==> src/rtl/clock_set_ctrl_pkg.sv <==
// Shared constants, state encoding and small helpers for the time-setting
// controller: field addresses, field limits and wrap-around increments.
package clk_pkg;

  // Field / address encoding shared by addrs and edit_field
  localparam logic [1:0] ADDR_SEC = 2'b00;
  localparam logic [1:0] ADDR_MIN = 2'b01;
  localparam logic [1:0] ADDR_HR  = 2'b10;

  // Largest legal value of each time field
  localparam logic [5:0] SEC_MAX = 6'd59;
  localparam logic [5:0] MIN_MAX = 6'd59;
  localparam logic [4:0] HR_MAX  = 5'd23;

  // Controller state encoding
  typedef enum logic [2:0] {
    ST_IDLE     = 3'd0,
    ST_EDIT_HR  = 3'd1,
    ST_EDIT_MIN = 3'd2,
    ST_EDIT_SEC = 3'd3,
    ST_WR_SEC   = 3'd4,
    ST_WR_MIN   = 3'd5,
    ST_WR_HR    = 3'd6
  } state_t;

  // Increment a 6-bit field, wrapping to zero after its maximum
  function automatic logic [5:0] wrap_inc6(input logic [5:0] value,
                                           input logic [5:0] max_value);
    return (value == max_value) ? 6'd0 : value + 6'd1;
  endfunction

  // Increment the 5-bit hours field, wrapping to zero after its maximum
  function automatic logic [4:0] wrap_inc5(input logic [4:0] value,
                                           input logic [4:0] max_value);
    return (value == max_value) ? 5'd0 : value + 5'd1;
  endfunction

endpackage

==> src/rtl/clock_set_ctrl_if.sv <==
// Button / live-time / clock-configuration bundle for the time-setting
// controller. master = controller side, slave = board/clock side.
interface clock_set_ctrl_if;
  logic       btn_set;
  logic       btn_next;
  logic       btn_inc;
  logic [5:0] cur_seconds;
  logic [5:0] cur_minutes;
  logic [4:0] cur_hours;
  logic       load;
  logic [1:0] addrs;
  logic [5:0] data_in;
  logic       edit_active;
  logic [1:0] edit_field;
  logic       blink;

  modport master (
    input  btn_set, btn_next, btn_inc,
    input  cur_seconds, cur_minutes, cur_hours,
    output load, addrs, data_in,
    output edit_active, edit_field, blink
  );

  modport slave (
    output btn_set, btn_next, btn_inc,
    output cur_seconds, cur_minutes, cur_hours,
    input  load, addrs, data_in,
    input  edit_active, edit_field, blink
  );
endinterface

==> src/rtl/clock_set_ctrl_btn_edge.sv <==
// Rising-edge detector with hold-to-repeat. pulse fires for one cycle on
// the press, then after REPEAT_DLY held cycles, then every REPEAT_PER held
// cycles until release. clr discards any hold progress (field change).
module btn_edge #(
  parameter int unsigned REPEAT_DLY = 50_000_000,
  parameter int unsigned REPEAT_PER = 10_000_000
) (
  input  logic clk,
  input  logic reset,
  input  logic btn,
  input  logic clr,
  output logic pulse
);

  localparam int unsigned CNT_MAX = (REPEAT_DLY > REPEAT_PER) ? REPEAT_DLY : REPEAT_PER;
  localparam int CNT_W = $clog2(CNT_MAX + 1);

  logic             prev_reg;
  logic             rpt_reg;   // first repeat already issued -> use REPEAT_PER
  logic [CNT_W-1:0] cnt_reg;   // cycles held since press or last repeat; 0 = idle
  logic             press;
  logic             rpt_hit;
  logic [CNT_W-1:0] target;

  assign press   = btn & ~prev_reg;
  assign target  = rpt_reg ? CNT_W'(REPEAT_PER) : CNT_W'(REPEAT_DLY);
  assign rpt_hit = btn & prev_reg & ~clr & (cnt_reg != '0) & (cnt_reg == target);
  assign pulse   = press | rpt_hit;

  // Track the previous level and the hold counter
  always_ff @(posedge clk) begin
    if (!reset) begin
      prev_reg <= 1'b0;
      rpt_reg  <= 1'b0;
      cnt_reg  <= '0;
    end else begin
      prev_reg <= btn;
      if (!btn) begin
        cnt_reg <= '0;
        rpt_reg <= 1'b0;
      end else if (press) begin
        cnt_reg <= CNT_W'(1);
        rpt_reg <= 1'b0;
      end else if (clr) begin
        cnt_reg <= '0;
        rpt_reg <= 1'b0;
      end else if (rpt_hit) begin
        cnt_reg <= CNT_W'(1);
        rpt_reg <= 1'b1;
      end else if (cnt_reg != '0) begin
        cnt_reg <= cnt_reg + CNT_W'(1);
      end
    end
  end

endmodule

==> src/rtl/clock_set_ctrl.sv <==
// Button-driven time-setting controller. Captures the live time into shadow
// registers, lets the user edit hours/minutes/seconds, and commits them to
// the clock as a three-cycle burst of load strobes (sec, min, hr).
module clock_set_ctrl
  import clk_pkg::*;
#(
  parameter int unsigned REPEAT_DLY  = 50_000_000,
  parameter int unsigned REPEAT_PER  = 10_000_000,
  parameter int unsigned TIMEOUT_CYC = 1_000_000_000,
  parameter int unsigned BLINK_CYC   = 25_000_000
) (
  input  logic              clk,
  input  logic              reset,
  clock_set_ctrl_if.master  bus
);

  localparam int TO_W = $clog2(TIMEOUT_CYC + 1);
  localparam int BL_W = $clog2(BLINK_CYC + 1);

  state_t          state_reg;
  logic [5:0]      sh_s_reg;
  logic [5:0]      sh_m_reg;
  logic [4:0]      sh_h_reg;
  logic [TO_W-1:0] to_cnt_reg;
  logic [BL_W-1:0] blink_cnt_reg;
  logic            set_prev_reg;
  logic            next_prev_reg;
  logic            inc_clr_reg;

  logic            load_reg;
  logic [1:0]      addrs_reg;
  logic [5:0]      data_reg;
  logic            edit_active_reg;
  logic [1:0]      edit_field_reg;
  logic            blink_reg;

  logic            set_press;
  logic            next_press;
  logic            inc_pulse;
  logic            set_evt;
  logic            next_evt;
  logic            inc_evt;
  logic            any_evt;
  logic            is_edit;

  assign set_press  = bus.btn_set  & ~set_prev_reg;
  assign next_press = bus.btn_next & ~next_prev_reg;

  // Same-cycle priority: set over next over inc
  assign set_evt  = set_press;
  assign next_evt = next_press & ~set_press;
  assign inc_evt  = inc_pulse & ~set_press & ~next_press;
  assign any_evt  = set_press | next_press | inc_pulse;

  assign is_edit = (state_reg == ST_EDIT_HR) || (state_reg == ST_EDIT_MIN) ||
                   (state_reg == ST_EDIT_SEC);

  // Increment button with auto-repeat; hold progress is dropped on field change
  btn_edge #(
    .REPEAT_DLY (REPEAT_DLY),
    .REPEAT_PER (REPEAT_PER)
  ) u_inc_edge (
    .clk   (clk),
    .reset (reset),
    .btn   (bus.btn_inc),
    .clr   (inc_clr_reg),
    .pulse (inc_pulse)
  );

  // Previous-level registers for the set/next edge detectors
  always_ff @(posedge clk) begin
    if (!reset) begin
      set_prev_reg  <= 1'b0;
      next_prev_reg <= 1'b0;
    end else begin
      set_prev_reg  <= bus.btn_set;
      next_prev_reg <= bus.btn_next;
    end
  end

  // Main FSM with shadow registers, timeout, blink and registered outputs
  always_ff @(posedge clk) begin
    if (!reset) begin
      state_reg       <= ST_IDLE;
      sh_s_reg        <= '0;
      sh_m_reg        <= '0;
      sh_h_reg        <= '0;
      to_cnt_reg      <= '0;
      blink_cnt_reg   <= '0;
      inc_clr_reg     <= 1'b0;
      load_reg        <= 1'b0;
      addrs_reg       <= '0;
      data_reg        <= '0;
      edit_active_reg <= 1'b0;
      edit_field_reg  <= '0;
      blink_reg       <= 1'b0;
    end else begin
      load_reg    <= 1'b0;
      inc_clr_reg <= 1'b0;

      // Free-running blink and idle timeout while editing; transitions below override
      if (is_edit) begin
        if (blink_cnt_reg == BL_W'(BLINK_CYC - 1)) begin
          blink_reg     <= ~blink_reg;
          blink_cnt_reg <= '0;
        end else begin
          blink_cnt_reg <= blink_cnt_reg + BL_W'(1);
        end
        if (any_evt) to_cnt_reg <= '0;
        else         to_cnt_reg <= to_cnt_reg + TO_W'(1);
      end

      case (state_reg)
        ST_IDLE: begin
          if (set_evt) begin
            sh_s_reg        <= bus.cur_seconds;
            sh_m_reg        <= bus.cur_minutes;
            sh_h_reg        <= bus.cur_hours;
            state_reg       <= ST_EDIT_HR;
            edit_active_reg <= 1'b1;
            edit_field_reg  <= ADDR_HR;
            blink_reg       <= 1'b1;
            blink_cnt_reg   <= '0;
            to_cnt_reg      <= '0;
            inc_clr_reg     <= 1'b1;
          end
        end

        ST_EDIT_HR, ST_EDIT_MIN, ST_EDIT_SEC: begin
          if (set_evt || (!any_evt && to_cnt_reg == TO_W'(TIMEOUT_CYC - 1))) begin
            // Abort (user or timeout): drop edits, no write
            state_reg       <= ST_IDLE;
            edit_active_reg <= 1'b0;
            edit_field_reg  <= ADDR_SEC;
            blink_reg       <= 1'b0;
            blink_cnt_reg   <= '0;
            to_cnt_reg      <= '0;
            inc_clr_reg     <= 1'b1;
          end else if (next_evt) begin
            blink_cnt_reg <= '0;
            to_cnt_reg    <= '0;
            inc_clr_reg   <= 1'b1;
            if (state_reg == ST_EDIT_HR) begin
              state_reg      <= ST_EDIT_MIN;
              edit_field_reg <= ADDR_MIN;
              blink_reg      <= 1'b1;
            end else if (state_reg == ST_EDIT_MIN) begin
              state_reg      <= ST_EDIT_SEC;
              edit_field_reg <= ADDR_SEC;
              blink_reg      <= 1'b1;
            end else begin
              // Commit: first strobe goes out with the state change
              state_reg       <= ST_WR_SEC;
              edit_active_reg <= 1'b0;
              edit_field_reg  <= ADDR_SEC;
              blink_reg       <= 1'b0;
              load_reg        <= 1'b1;
              addrs_reg       <= ADDR_SEC;
              data_reg        <= sh_s_reg;
            end
          end else if (inc_evt) begin
            blink_reg     <= 1'b1;
            blink_cnt_reg <= '0;
            case (state_reg)
              ST_EDIT_HR:  sh_h_reg <= wrap_inc5(sh_h_reg, HR_MAX);
              ST_EDIT_MIN: sh_m_reg <= wrap_inc6(sh_m_reg, MIN_MAX);
              default:     sh_s_reg <= wrap_inc6(sh_s_reg, SEC_MAX);
            endcase
          end
        end

        ST_WR_SEC: begin
          state_reg <= ST_WR_MIN;
          load_reg  <= 1'b1;
          addrs_reg <= ADDR_MIN;
          data_reg  <= sh_m_reg;
        end

        ST_WR_MIN: begin
          state_reg <= ST_WR_HR;
          load_reg  <= 1'b1;
          addrs_reg <= ADDR_HR;
          data_reg  <= {1'b0, sh_h_reg};
        end

        default: begin
          state_reg <= ST_IDLE;
        end
      endcase
    end
  end

  assign bus.load        = load_reg;
  assign bus.addrs       = addrs_reg;
  assign bus.data_in     = data_reg;
  assign bus.edit_active = edit_active_reg;
  assign bus.edit_field  = edit_field_reg;
  assign bus.blink       = blink_reg;

endmodule

==> src/flat_wrapper.sv <==
// flat-port wrapper written by rule: the top's interface ports become plain ports
module clock_set_ctrl_flat import clk_pkg::*;
#(
  parameter int unsigned REPEAT_DLY  = 50_000_000,
  parameter int unsigned REPEAT_PER  = 10_000_000,
  parameter int unsigned TIMEOUT_CYC = 1_000_000_000,
  parameter int unsigned BLINK_CYC   = 25_000_000
)
  (clk, reset, bus_btn_set, bus_btn_next, bus_btn_inc, bus_cur_seconds, bus_cur_minutes, bus_cur_hours, bus_load, bus_addrs, bus_data_in, bus_edit_active, bus_edit_field, bus_blink);
  clock_set_ctrl_if bus_i ();
  input  logic clk;
  input  logic reset;
  input wire logic [$bits(bus_i.btn_set)-1:0] bus_btn_set;
  input wire logic [$bits(bus_i.btn_next)-1:0] bus_btn_next;
  input wire logic [$bits(bus_i.btn_inc)-1:0] bus_btn_inc;
  input wire logic [$bits(bus_i.cur_seconds)-1:0] bus_cur_seconds;
  input wire logic [$bits(bus_i.cur_minutes)-1:0] bus_cur_minutes;
  input wire logic [$bits(bus_i.cur_hours)-1:0] bus_cur_hours;
  output wire logic [$bits(bus_i.load)-1:0] bus_load;
  output wire logic [$bits(bus_i.addrs)-1:0] bus_addrs;
  output wire logic [$bits(bus_i.data_in)-1:0] bus_data_in;
  output wire logic [$bits(bus_i.edit_active)-1:0] bus_edit_active;
  output wire logic [$bits(bus_i.edit_field)-1:0] bus_edit_field;
  output wire logic [$bits(bus_i.blink)-1:0] bus_blink;
  assign bus_i.btn_set = bus_btn_set;
  assign bus_i.btn_next = bus_btn_next;
  assign bus_i.btn_inc = bus_btn_inc;
  assign bus_i.cur_seconds = bus_cur_seconds;
  assign bus_i.cur_minutes = bus_cur_minutes;
  assign bus_i.cur_hours = bus_cur_hours;
  assign bus_load = bus_i.load;
  assign bus_addrs = bus_i.addrs;
  assign bus_data_in = bus_i.data_in;
  assign bus_edit_active = bus_i.edit_active;
  assign bus_edit_field = bus_i.edit_field;
  assign bus_blink = bus_i.blink;
  clock_set_ctrl #(.REPEAT_DLY(REPEAT_DLY), .REPEAT_PER(REPEAT_PER), .TIMEOUT_CYC(TIMEOUT_CYC), .BLINK_CYC(BLINK_CYC)) u_core (.clk(clk), .reset(reset), .bus(bus_i));
endmodule
==> config.mk <==
export PLATFORM = sky130hd
export DESIGN_NAME = clock_set_ctrl_flat
export DESIGN_NICKNAME = d
export VERILOG_FILES = /design/src/rtl/clock_set_ctrl_pkg.sv /design/src/rtl/clock_set_ctrl_if.sv /design/src/rtl/clock_set_ctrl_btn_edge.sv /design/src/rtl/clock_set_ctrl.sv /design/src/flat_wrapper.sv
export SDC_FILE = /design/constraint.sdc
export NUM_CORES = 1
export LEC_CHECK = 0
export ABC_AREA = 1
export BUFFER_PORTS_ARGS = -buffer_cell sky130_fd_sc_hd__buf_2
export CAP_MARGIN = 20
export CELL_PAD_IN_SITES_DETAIL_PLACEMENT = 0
export CELL_PAD_IN_SITES_GLOBAL_PLACEMENT = 1
export CORE_UTILIZATION = 48
export CTS_BUF_LIST = sky130_fd_sc_hd__clkbuf_16
export CTS_CLUSTER_DIAMETER = 30
export CTS_CLUSTER_SIZE = 8
export DETAILED_ROUTE_END_ITERATION = 10
export PLACE_DENSITY_LB_ADDON = 0.3
export SKIP_LAST_GASP = 1
export SLEW_MARGIN = 20
export SYNTH_ARGS = -nofsm -noshare
export SYNTH_HDL_FRONTEND = slang
export SYNTH_SLANG_ARGS = --single-unit
==> constraint.sdc <==
create_clock -name clk -period 4.1 [get_ports clk]
set_clock_uncertainty 0.1 [all_clocks]
set_input_delay 0.205 -clock clk [delete_from_list [all_inputs] [get_ports clk]]
set_output_delay 0.205 -clock clk [all_outputs]
set_load 0.005 [all_outputs]
# Word level (Yosys, flattened, before mapping)
# Index checks and enable logic that the tools add are counted.
dict set report totals {
  regBits 119
  in_bits 22
  output_inout_bits 13
  elab_cells 178
}
dict set report op_classes {
  addsub 6
  n_eq_ne 24
  mux 84
  bitwise 22
  n_reduce_logical 23
}
# op n
set op_table {}
lappend op_table {{$mux 25} 6}
lappend op_table {{$mux 30} 5}
lappend op_table {{$mux 6} 16}
lappend op_table {{$pmux 30 s2} 1}
lappend op_table {{$pmux 25 s2} 1}
lappend op_table {{$add 30x1->30 const B} 1}
lappend op_table {{$eq 30x30->1 const B} 1}
lappend op_table {{$mux 5} 6}
lappend op_table {{$add 26x1->26 const B} 1}
lappend op_table {{$eq 26x26->1} 1}
lappend op_table {{$mux 26} 1}
lappend op_table {{$reduce_bool 26->1} 1}
lappend op_table {{$add 25x1->25 const B} 1}
lappend op_table {{$eq 25x25->1 const B} 1}
lappend op_table {{$mux 1} 25}
lappend op_table {{$pmux 6 s2} 2}
lappend op_table {{$pmux 6 s3} 1}
lappend op_table {{$reduce_and 6->1} 3}
lappend op_table {{$mux 3} 5}
lappend op_table {{$mux 2} 7}
lappend op_table {{$add 6x1->6 const B} 2}
lappend op_table {{$eq 6x6->1 const B} 2}
lappend op_table {{$pmux 3 s4} 1}
lappend op_table {{$and 1x1->1} 10}
lappend op_table {{29 further kinds} 58}

# Longest topological paths before layout
# Gate-level depths: netlist (run 1).
dict set report logic_depth {
  ltp_word 11
  mapped_depth 16
  ltp_nobuf 15
}

# Modules after synthesis
# A second synthesis (run 1) with hierarchy kept.
dict set report unflattened {
  hier_cells 1025
  area_unflattened_um2 6740.2
}
# module n_inst cells_each area_each_um2 seq_area_each_um2
set modules_own_cells {}
lappend modules_own_cells {clock_set_ctrl 1 780 5168.7 1821.7}
lappend modules_own_cells {btn_edge 1 245 1571.5 560.5}

# Least setup slack after synthesis (run 1)
# Ideal clock, no wire load.
dict set report synth_path {
  path_type {reg-to-reg}
  start {reg u_core.u_inc_edge.cnt_reg[0]}
  end {reg u_core.u_inc_edge.cnt_reg[22]}
  setup_ns 0.115
  t_arrival_ns 1.722
  t_required_ns 3.885
  setup_slack_ns 2.163
  path_stages_with_launch 12
  path_buffers 0
  period_less_slack_ns 1.937
  cell_sequence {dfxtp_1 -> ha_1 -> nand2_1 -> nor3_1 -> nand2_1 -> nor2_1 -> inv_1 -> nor2_1 -> nand3_1 -> nor2_1 -> a21oi_1 -> o21a_1}
}
dict set report synth_between {
  elab_chain_cells 4
  elab_cells_between_ends 6
  cone_classes {add/sub (1); eq/ne (1); bitwise (2); reduce/logical (2)}
}
# element line_no
set synth_lines {}
lappend synth_lines {{start: declaration} clock_set_ctrl_btn_edge.sv:20} ;# logic [CNT_W-1:0] cnt_reg;
lappend synth_lines {{start signal: assignment} clock_set_ctrl_btn_edge.sv:51} ;# cnt_reg <= cnt_reg + CNT_W'(1);
lappend synth_lines {{branches (longest 4 deep; another with $add 26x1->26)} --}
# Several ways; the timed one is not identified.
# A chain may end at the register's enable or synchronous reset.

# Final worst setup path (run 1)
dict set report layout_path {
  start {reg u_core.state_reg[0]}
  end {reg u_core.blink_cnt_reg[19]}
}
dict set report layout_between {
  elab_chain_cells 8
  elab_cells_between_ends 13
  cone_classes {eq/ne (3); mux (6); reduce/logical (4)}
}
# element line_no
set layout_lines {}
lappend layout_lines {{start: declaration} clock_set_ctrl.sv:20} ;# state_t state_reg;
lappend layout_lines {{start signal: assignment} clock_set_ctrl.sv:84} ;# state_reg <= ST_IDLE;
lappend layout_lines {{start signal: assignment} clock_set_ctrl.sv:119} ;# state_reg <= ST_EDIT_HR;
lappend layout_lines {{start signal: assignment} clock_set_ctrl.sv:132} ;# state_reg <= ST_IDLE;
lappend layout_lines {{$eq 3x1->1 or $eq 3x2->1 (tied branches)} {clock_set_ctrl.sv:55, clock_set_ctrl.sv:113}}
lappend layout_lines {{$logic_or 1x1->1 (2 in series)} clock_set_ctrl.sv:55} ;# assign is_edit = (state_reg == ST_EDIT_HR) || (state_reg == ST_EDIT_MIN) ||
lappend layout_lines {{$mux 25} clock_set_ctrl.sv:102} ;# if (is_edit) begin
lappend layout_lines {{$mux 25} clock_set_ctrl.sv:161} ;# end else if (inc_evt) begin
lappend layout_lines {{$mux 25} clock_set_ctrl.sv:139} ;# end else if (next_evt) begin
lappend layout_lines {{$mux 25} clock_set_ctrl.sv:130} ;# if (set_evt || (!any_evt && to_cnt_reg == TO_W'(TIMEOUT_CYC - 1))) begin
lappend layout_lines {{$pmux 25 s2 (*)} clock_set_ctrl.sv:113} ;# case (state_reg)
lappend layout_lines {{end signal: assignment} clock_set_ctrl.sv:107} ;# blink_cnt_reg <= blink_cnt_reg + BL_W'(1);
lappend layout_lines {{end: declaration} clock_set_ctrl.sv:25} ;# logic [BL_W-1:0] blink_cnt_reg;
# Every way passes the cells marked *; elsewhere a longest branch is shown, timed or not.

==> run summary, run 1 <==
The run finished with clean final reports. Detailed placement finished with a half-perimeter wire length of 10,100 um. For this run, global-route usage on met3 was measured as 0.0529. Timing would allow up to 0.398 GHz. The destination of the worst register-to-register timing path is u_core.blink_cnt_reg[19].

The chip width came out at 116 um. In this run the standard cell core region covers 12,700 um2. For this run, the register share of the synthesized area comes to 0.380. Summed over all failing endpoints, the final setup total negative slack is 0 ns. The synthesized design contains 0 enable-type register cells. The layout has 1,270 filler cells. The final routed wire length divided by cell count is 12.3 um. The cell count of the worst hold path is 5.

The number of placed instances, taps included came out at 1,111. For this configuration, the core starts out at a cell density of 0.494. Counting every instance in the synthesized netlist gives 920.

The maximum fanout along the worst path came out at 25. The count of antenna diodes in the layout is 0. The number of placement rows came out at 41. The number of max-cap violations is 0. Entering global routing, the biggest net connects 32 pins. For this run, the leading register cell type out of synthesis is sky130_fd_sc_hd__dfxtp_1. The number of synthesized register bits is 119.

In this run the vertical extent of the chip is 116 um. Synthesis produced a netlist with a net count of 949. In the final layout, the share of cells above drive strength 1 is 0.103. The deepest level of the CTS H-tree came out at 4. The clock transition at the registers of the reported paths came out at 0.06 ns.

The first global-routing pass estimated 23,900 um of wire. Wires add up to 14,100 um. Yosys attributes the largest share of cell area to sky130_fd_sc_hd__dfxtp_1 (38%), sky130_fd_sc_hd__nand2_1 (11%), sky130_fd_sc_hd__nor2_1 (8.8%), sky130_fd_sc_hd__inv_1 (7.1%), sky130_fd_sc_hd__nand3_1 (4.7%). In this run the most critical hold path is launched from bus_cur_minutes[0].

The total die area is 13,500 um2. The worst reg-to-reg path cell count came out at 8. The routed layout has 5,659 vias. The distinct cell type count of the synthesized netlist is 38. The worst setup path is captured at a flip-flop.

Across every metal layer, demand over resource in global routing totals 0.228. The clock latency reported for the late side of the worst-skew pair is 0.42 ns. The total power density per cell area came out at 496 nW/um2. The number of design rule violations left after detail routing is 0. The summed instance area of the synthesized netlist is 6260 um2. For this run, the post-layout net count is 992. The largest total area in the synthesized netlist belongs to sky130_fd_sc_hd__dfxtp_1. The average footprint of a synthesized cell is 6.81 um2. The global placer's final weighted congestion came out at 0.860.

The number of vias per cell after detailed routing came out at 4.93. The total overflow left after global routing is 0. The number of max-slew violations in the final report is 0. The reported leakage power came out at 0.00290 uW. For the pin with the worst max-slew slack, the measured transition is 0.851 ns. The number of setup violations in the final report is 0. The startpoint identified for the worst register-to-register timing path is u_core.state_reg[0].

The post-cts gate resize count is 0. The total CTS buffers is 17. Setup repair after global routing left no endpoint under its margin. The global routing stage identified its most utilized layer as met2. Measured against its own limit, the worst slew margin works out to 0.431.

The clock tree from TritonCTS is yes. The critical path in this run is classified as flip-flop to flip-flop. The path class of the tightest hold or removal check is input port to flip-flop. Counting along the longest clock path gives a buffer depth of 2. The required time of the worst setup path is 4.27 ns. Counting every sink on the clock net gives 119. The flip-flop count of the largest register after layout came out at 30. Input and output buffers added on the ports amount to 34. The proportion of register bits with asynchronous set or reset after synthesis is 0. The final-report hold violation count is 0.

The shortest clock period the worst path allows after layout is 2.51 ns. The root buffer cell chosen for the clock tree is sky130_fd_sc_hd__clkbuf_16. Setup slack on the worst reg-to-reg path comes out at 1.59 ns. The end point of the most critical hold path is u_core.sh_m_reg[0]. The number of standard cells in the final layout excluding fillers is 1,148.

The count of synthesis-stage warnings from yosys is 0. The met2 track demand over resource came out at 0.379. From synthesis to final layout, the design area changed by 16.4%. The period utilization came out at 0.613.

The detailed-router iteration count before antenna repair came out at 5. Data arrives at the worst endpoint at 2.69 ns. IR analysis of the VDD net gives a maximum drop of 373 uV. The initial antenna violation count was 0. STA classifies the critical path startpoint as a flip-flop.

The via count of the first global-routing pass came to 5,239. Of the post-synthesis cell area, the dominant cell type holds 0.380. The count of nets left with antenna violations once routing finished came out at 0. In this run the count of I/O pins placed on the die edge is 35. The initial detailed-routing violation count is 363. The met1 usage came out at 0.288.
-- through the flow --
step	power [uW]	util	instance area (um2)	hold slack, ns	worst slack (ns)
2_1_floorplan	1810	-	6260	0.198	2.16
3_5_place_dp	1960	0.519	6580	0.334	1.59
6_report	3610	0.575	7290	0.0173	1.59
5_1_grt	3790	0.575	7290	0.0372	1.21
4_1_cts	3650	0.575	7290	0.00503	1.55
3_3_place_gp	1960	0.519	6580	0.327	1.61
-- per-layer routing --
metal / share of wire / up-vias / wire [um]
li1: - / 3069 / -
met1: 0.48 / 2494 / 6790
met3: 0.036 / 17 / 505
met2: 0.47 / 79 / 6610
met4: 0.014 / 0 / 193
met5: 0 / - / 0
-- report_power, final --
part	switching, uW	internal, uW
Clock	539	1130
Sequential	82.0	1240
Combinational	420	196
Total	1040	2570
-- worst max path at each step --
stage	start	end
3_5_place_dp	u_core.state_reg[0]	u_core.blink_cnt_reg[19]
5_1_grt	u_core.state_reg[1]	u_core.to_cnt_reg[28]
6_report	u_core.state_reg[0]	u_core.blink_cnt_reg[19]
4_1_cts	u_core.state_reg[0]	u_core.blink_cnt_reg[19]
3_3_place_gp	u_core.state_reg[1]	u_core.blink_cnt_reg[19]
2_1_floorplan	u_core.u_inc_edge.cnt_reg[0]	u_core.u_inc_edge.cnt_reg[22]
-- cell usage in the layout, fill, tap and decap left out, drive strengths merged, types with 5 or more instances in the layout --
cell         netlist  layout
nand2            193     193
nor2             165     165
inv              122     124
dfxtp            119     119
nand3             59      59
a21oi             52      52
o21ai             50      50
buf                9      35
nor3              33      33
xor2              29      29
nand4             23      23
clkbuf             7      17
xnor2             10      10
nor4               9       9
o22ai              7       7
ha                 7       7
bufinv             0       6
nand3b             5       5
dlygate4sd3        0       5
-- cells by family (layout without fill, tap and decap cells) --
family                   Yosys count  after routing  synth area share
AO/OA/AOI/OAI                    124            124             0.110
AND/OR/NAND/NOR                  493            493             0.356
adder cells (fa/ha/maj)            7              7            0.0140
flip-flops                       119            119             0.380
XOR/XNOR                          39             39            0.0546
buffers and inverters            138            194            0.0859
-- synthesized netlist by cell type, types with 2 or more instances --
cell                       count
sky130_fd_sc_hd__a21oi_1      51
sky130_fd_sc_hd__ha_1          7
sky130_fd_sc_hd__o31ai_1       2
sky130_fd_sc_hd__nand2_4       3
sky130_fd_sc_hd__nor2_2       10
sky130_fd_sc_hd__a31oi_1       4
sky130_fd_sc_hd__nand3_1      59
sky130_fd_sc_hd__inv_2         3
sky130_fd_sc_hd__nand3b_1      5
sky130_fd_sc_hd__o21a_1        4
sky130_fd_sc_hd__o21ai_0      48
sky130_fd_sc_hd__nor2_1      147
sky130_fd_sc_hd__o21ai_1       2
sky130_fd_sc_hd__o22ai_1       7
sky130_fd_sc_hd__nand2_2       6
sky130_fd_sc_hd__xor2_1       29
sky130_fd_sc_hd__nor3_1       32
sky130_fd_sc_hd__xnor2_1      10
sky130_fd_sc_hd__dfxtp_1     119
sky130_fd_sc_hd__nand4_1      22
sky130_fd_sc_hd__a211oi_1      2
sky130_fd_sc_hd__nor2_4        8
sky130_fd_sc_hd__buf_2         7
sky130_fd_sc_hd__nor4_1        9
sky130_fd_sc_hd__inv_1       119
sky130_fd_sc_hd__nand2_1     184
sky130_fd_sc_hd__or2_2         2
sky130_fd_sc_hd__clkbuf_1      7
sky130_fd_sc_hd__nor3b_1       3
-- critical path, stage by stage, from the launching register on --
cell and delay (ns):
sky130_fd_sc_hd__dfxtp_1 0.37, sky130_fd_sc_hd__nor2_1 0.09, sky130_fd_sc_hd__nor2_2 0.37, sky130_fd_sc_hd__buf_4 0.29, sky130_fd_sc_hd__nand2_1 0.07, sky130_fd_sc_hd__nor2_1 0.20, sky130_fd_sc_hd__a21oi_1 0.10, sky130_fd_sc_hd__nand2_1 0.65
sky130_fd_sc_hd__nor2_1 0.12
-- area by class of cell --
class,count,area [um2],share of cell area
multi-input combinational,663,3340,0.459
sequential,119,2380,0.327
inverter,122,458,0.0628
clock buffer,17,425,0.0584
clock inverter,15,235,0.0323
timing repair buffer,40,228,0.0312
tap,172,215,0.0295
-- what timing repair did --
item	CTS	global route
hold buffers	5	0
buffers inserted	0	0
endpoints found under the hold margin	6	0
(Power assumes the default switching activity.)
==> run 2, diff against run 1 <==
- ABC_AREA: 1 -> 0
- CORE_UTILIZATION: 48 -> 41
- clock period: 4.1 -> 2.1 ns (I/O delays scaled with it)
==> run 2 against run 1 <==
Effect of this change: the flow now finishes with violations (negative setup slack); worst hold slack gained 0.0095 ns; via count is the same; design area grew 13%; setup slack lost 1.8 ns; routed wire length grew 11%; critical path depth is the same; flip-flop and latch count is the same.
==> run summary, run 2 <==
The final reports fail on negative setup slack. Dividing the detail-routed via count by the number of cells gives 5.27. The remaining global-route overflow is 0. The area occupied by multi-input gates came out at 3820 um2.

The cell count of the worst hold path came out at 5. The number of setup violations in the final report is 104. The number of synthesized register bits is 119. Setup repair after global routing could not meet its margin everywhere. The number of max-slew violations in the final report came out at 0. The reported leakage power came out at 0.00310 uW.

The layout filler cell count came out at 1,280. The cell taking the most area after synthesis is sky130_fd_sc_hd__dfxtp_1. The longest clock path from root to sink contains 2 buffers. In the post-synthesis netlist, the biggest area contributors are sky130_fd_sc_hd__dfxtp_1 (40%), sky130_fd_sc_hd__nor2_1 (7.7%), sky130_fd_sc_hd__xor2_1 (6.3%), sky130_fd_sc_hd__nand2_1 (4.9%), sky130_fd_sc_hd__nand3_1 (4.6%).

The average footprint of a synthesized cell is 8.11 um2. The global placer's final weighted congestion is 0.832. After detailed routing, the average wire length per cell comes to 14.5 um. The proportion of register bits with asynchronous set or reset after synthesis is 0.

Port buffering added 34 buffers. The worst register-to-register path has a setup slack of -0.26 ns. Subtracting the final worst setup slack from the clock period gives 2.36 ns. The number of standard cells in the final layout excluding fillers is 1,074. The detailed-router iteration count before antenna repair came out at 5. Power spread over the standard cell area amounts to 654 nW/um2. For this configuration, the core starts out at a cell density of 0.424. The deepest level of the CTS H-tree came out at 4. The total detailed-routing wirelength came out at 15,600 um.

The sum of net half-perimeters after detailed placement is 10,200 um. The kind of critical path is flip-flop to flip-flop. The clock latency reported for the late side of the worst-skew pair came out at 0.41 ns.

The chip width is 122 um. CTS placed an instance of sky130_fd_sc_hd__clkbuf_16 at the clock tree root. For this run, the register share of the synthesized area comes to 0.401. The total die area came out at 15,000 um2. The wire length of the first global-routing pass is 25,900 um. The final-stage net count came out at 910. In this run the count of I/O pins placed on the die edge is 35. The repair_antennas step left the layout with diodes totalling 0.

The required time of the worst setup path is 2.29 ns. The highest attainable clock frequency is 0.423 GHz. The worst reg-to-reg path cell count came out at 8.

After clock tree synthesis, the clock-pin slew on the worst setup and hold paths is 0.05 ns. The library cell used most frequently in the layout, excluding fill and tap cells, is sky130_fd_sc_hd__dfxtp_1. The share of layout cells above drive strength 1 came out at 0.272. The summed instance area of the synthesized netlist is 5940 um2. The transition at the pin with the smallest max-transition slack is 0.619 ns. The combined flip-flop and latch cell area is 2390 um2. The initial antenna violation count is 0. TritonCTS built the clock tree.

The number of enable-type register cells in the synthesized netlist is 0. The flip-flop count of the largest register after layout came out at 30. The largest net degree at the start of global routing came out at 26. The worst pin sits at a relative slew slack of 0.583. The most numerous cell in the Yosys netlist is sky130_fd_sc_hd__nor2_1. In the synthesized netlist, the cells that appear most often are sky130_fd_sc_hd__nor2_1 (122), sky130_fd_sc_hd__dfxtp_1 (119), sky130_fd_sc_hd__nand2_1 (78), sky130_fd_sc_hd__nand3_1 (55), sky130_fd_sc_hd__xor2_1 (43). The worst register-to-register path ends at u_core.sh_h_reg[2]. The signed area change from the synthesized netlist to the final layout is 38.6%. The combined global-route utilization of all metal layers came out at 0.220. The worst hold path begins at bus_cur_seconds[2]. The post-detailed-route count of antenna-violating nets came out at 0. The final-report hold violation count was 0. The via total after detailed routing came out at 5,659. The worst hold path terminates at u_core.sh_s_reg[2]. The worst register-to-register path begins at u_core.u_inc_edge.cnt_reg[25]. The number of placed instances, taps included is 1,015.

The largest voltage drop on the vdd net is 527 uV. The launching element type of the critical path is a flip-flop. The number of design rule violations left after detail routing came out at 0. The area of the core came out at 14,000 um2. The flow ran to the end, but the final reports show violations. Dividing the final minimum period by the clock period gives 1.12. The post-synth net total is 761. The data arrival time of the critical path came out at 2.55 ns. The clock sink total came out at 119. Of all nets on the critical path, the largest fanout is 6.

Synthesis instantiated 60 different standard cells from the library. After technology mapping, the gate count stands at 732. The initial detailed-routing violation count is 273. The leading register cell type out of synthesis is sky130_fd_sc_hd__dfxtp_1. The count of synthesis-stage warnings from yosys came out at 0.

The critical path endpoint category is a flip-flop. The path class of the tightest hold or removal check is input port to flip-flop. The portion of synthesized cell area occupied by the leading cell type is 0.401. The number of max-cap violations is 0. The number of placement rows came out at 43. The total CTS buffers is 17. The pre-CTS worst setup slack came out at -0.328 ns. The die extent in y came out at 122 um.

In the layout the commonest cells are sky130_fd_sc_hd__dfxtp_1 (114), sky130_fd_sc_hd__nor2_1 (106), sky130_fd_sc_hd__buf_4 (87). The worst setup margin came out at -0.262 ns. The via count of the first global-routing pass is 5,511.
==> run 2: changes by cell type after synthesis, moves of 19 or more <==
cell,before,now
sky130_fd_sc_hd__nand2_1,184,78
sky130_fd_sc_hd__inv_1,119,14
sky130_fd_sc_hd__a21oi_1,51,23
sky130_fd_sc_hd__nor2_1,147,122
sky130_fd_sc_hd__o21ai_0,48,27
sky130_fd_sc_hd__nor3_1,32,13
==> run 2: metal layers <==
layer  part of all wire  GRT usage  wire, um  vias up
li1                   -          -         -     2865
met5                  0          0         0        -
met2               0.49      0.372      7670       96
met3              0.032     0.0404       503       24
met4              0.018     0.0938       277        0
met1               0.46      0.272      7130     2674
==> run 2: worst max path at each step <==
stage,startpoint,to,cells after the start
after floorplan,u_core.u_inc_edge.cnt_reg[25],u_core.blink_cnt_reg[4],7
after global placement,u_core.u_inc_edge.cnt_reg[25],u_core.sh_m_reg[3],7
after detailed placement,u_core.u_inc_edge.cnt_reg[25],u_core.sh_m_reg[3],7
after CTS,u_core.u_inc_edge.cnt_reg[25],u_core.sh_h_reg[2],8
after global routing,u_core.u_inc_edge.cnt_reg[25],u_core.sh_h_reg[2],8
final,u_core.u_inc_edge.cnt_reg[25],u_core.sh_h_reg[2],8
==> run 2: power breakdown <==
| part | switching [uW] | total, uW | internal (uW) |
|---|---|---|---|
| logic | 310 | 555 | 245 |
| registers | 45.5 | 2350 | 2300 |
| clock network | 1020 | 2480 | 1460 |
| total | 1380 | 5380 | 4010 |
==> run 2: repair_timing <==
| action | in CTS | in global routing |
|---|---|---|
| setup endpoints to repair | 104 | 106 |
| buffers inserted | 6 | 3 |
| endpoints found under the hold margin | 18 | 0 |
| gates cloned | 4 | 0 |
| pin swaps | 32 | 23 |
| gates resized for setup | 54 | 47 |
| hold buffers | 19 | 0 |
==> run 2: critical path, stage by stage, from the launching register on <==
cell and delay [ns]:
sky130_fd_sc_hd__dfxtp_2 0.32, sky130_fd_sc_hd__or4_4 0.53, sky130_fd_sc_hd__or3_4 0.38, sky130_fd_sc_hd__a211oi_4 0.21, sky130_fd_sc_hd__buf_6 0.16, sky130_fd_sc_hd__buf_6 0.11
sky130_fd_sc_hd__o211ai_4 0.13, sky130_fd_sc_hd__o211ai_1 0.21, sky130_fd_sc_hd__o31ai_1 0.09
==> run 2: logic make-up (layout without fill, tap and decap cells) <==
family | after synthesis | in the layout | share of synthesized area
mux | 15 | 15 | 0.0253
simple gates | 380 | 380 | 0.315
compound gates | 103 | 103 | 0.115
flops | 119 | 119 | 0.401
fa+ha+maj | 7 | 7 | 0.0148
xor+xnor | 69 | 69 | 0.102
buf+inv | 39 | 201 | 0.0270
==> run 2: metrics by stage <==
stage	hold WS [ns]	power, uW	area [um2]	utilization	TNS, ns
2_1_floorplan	0.127	2680	6020	-	-17.59
3_3_place_gp	0.227	2840	7050	0.504	-15.56
3_5_place_dp	0.230	2850	7050	0.504	-18.14
4_1_cts	0.0133	5400	8080	0.578	-18.87
5_1_grt	0.0248	5590	8230	0.588	-23.86
6_report	0.0268	5380	8230	0.588	-17.25
==> run 2: final cells by class <==
type,count,share of cell area
tap,180,0.0274
inverter,15,0.00684
clock buffer,17,0.0517
multi-input combinational,574,0.464
clock inverter,15,0.00897
timing repair buffer,154,0.151
sequential,119,0.290
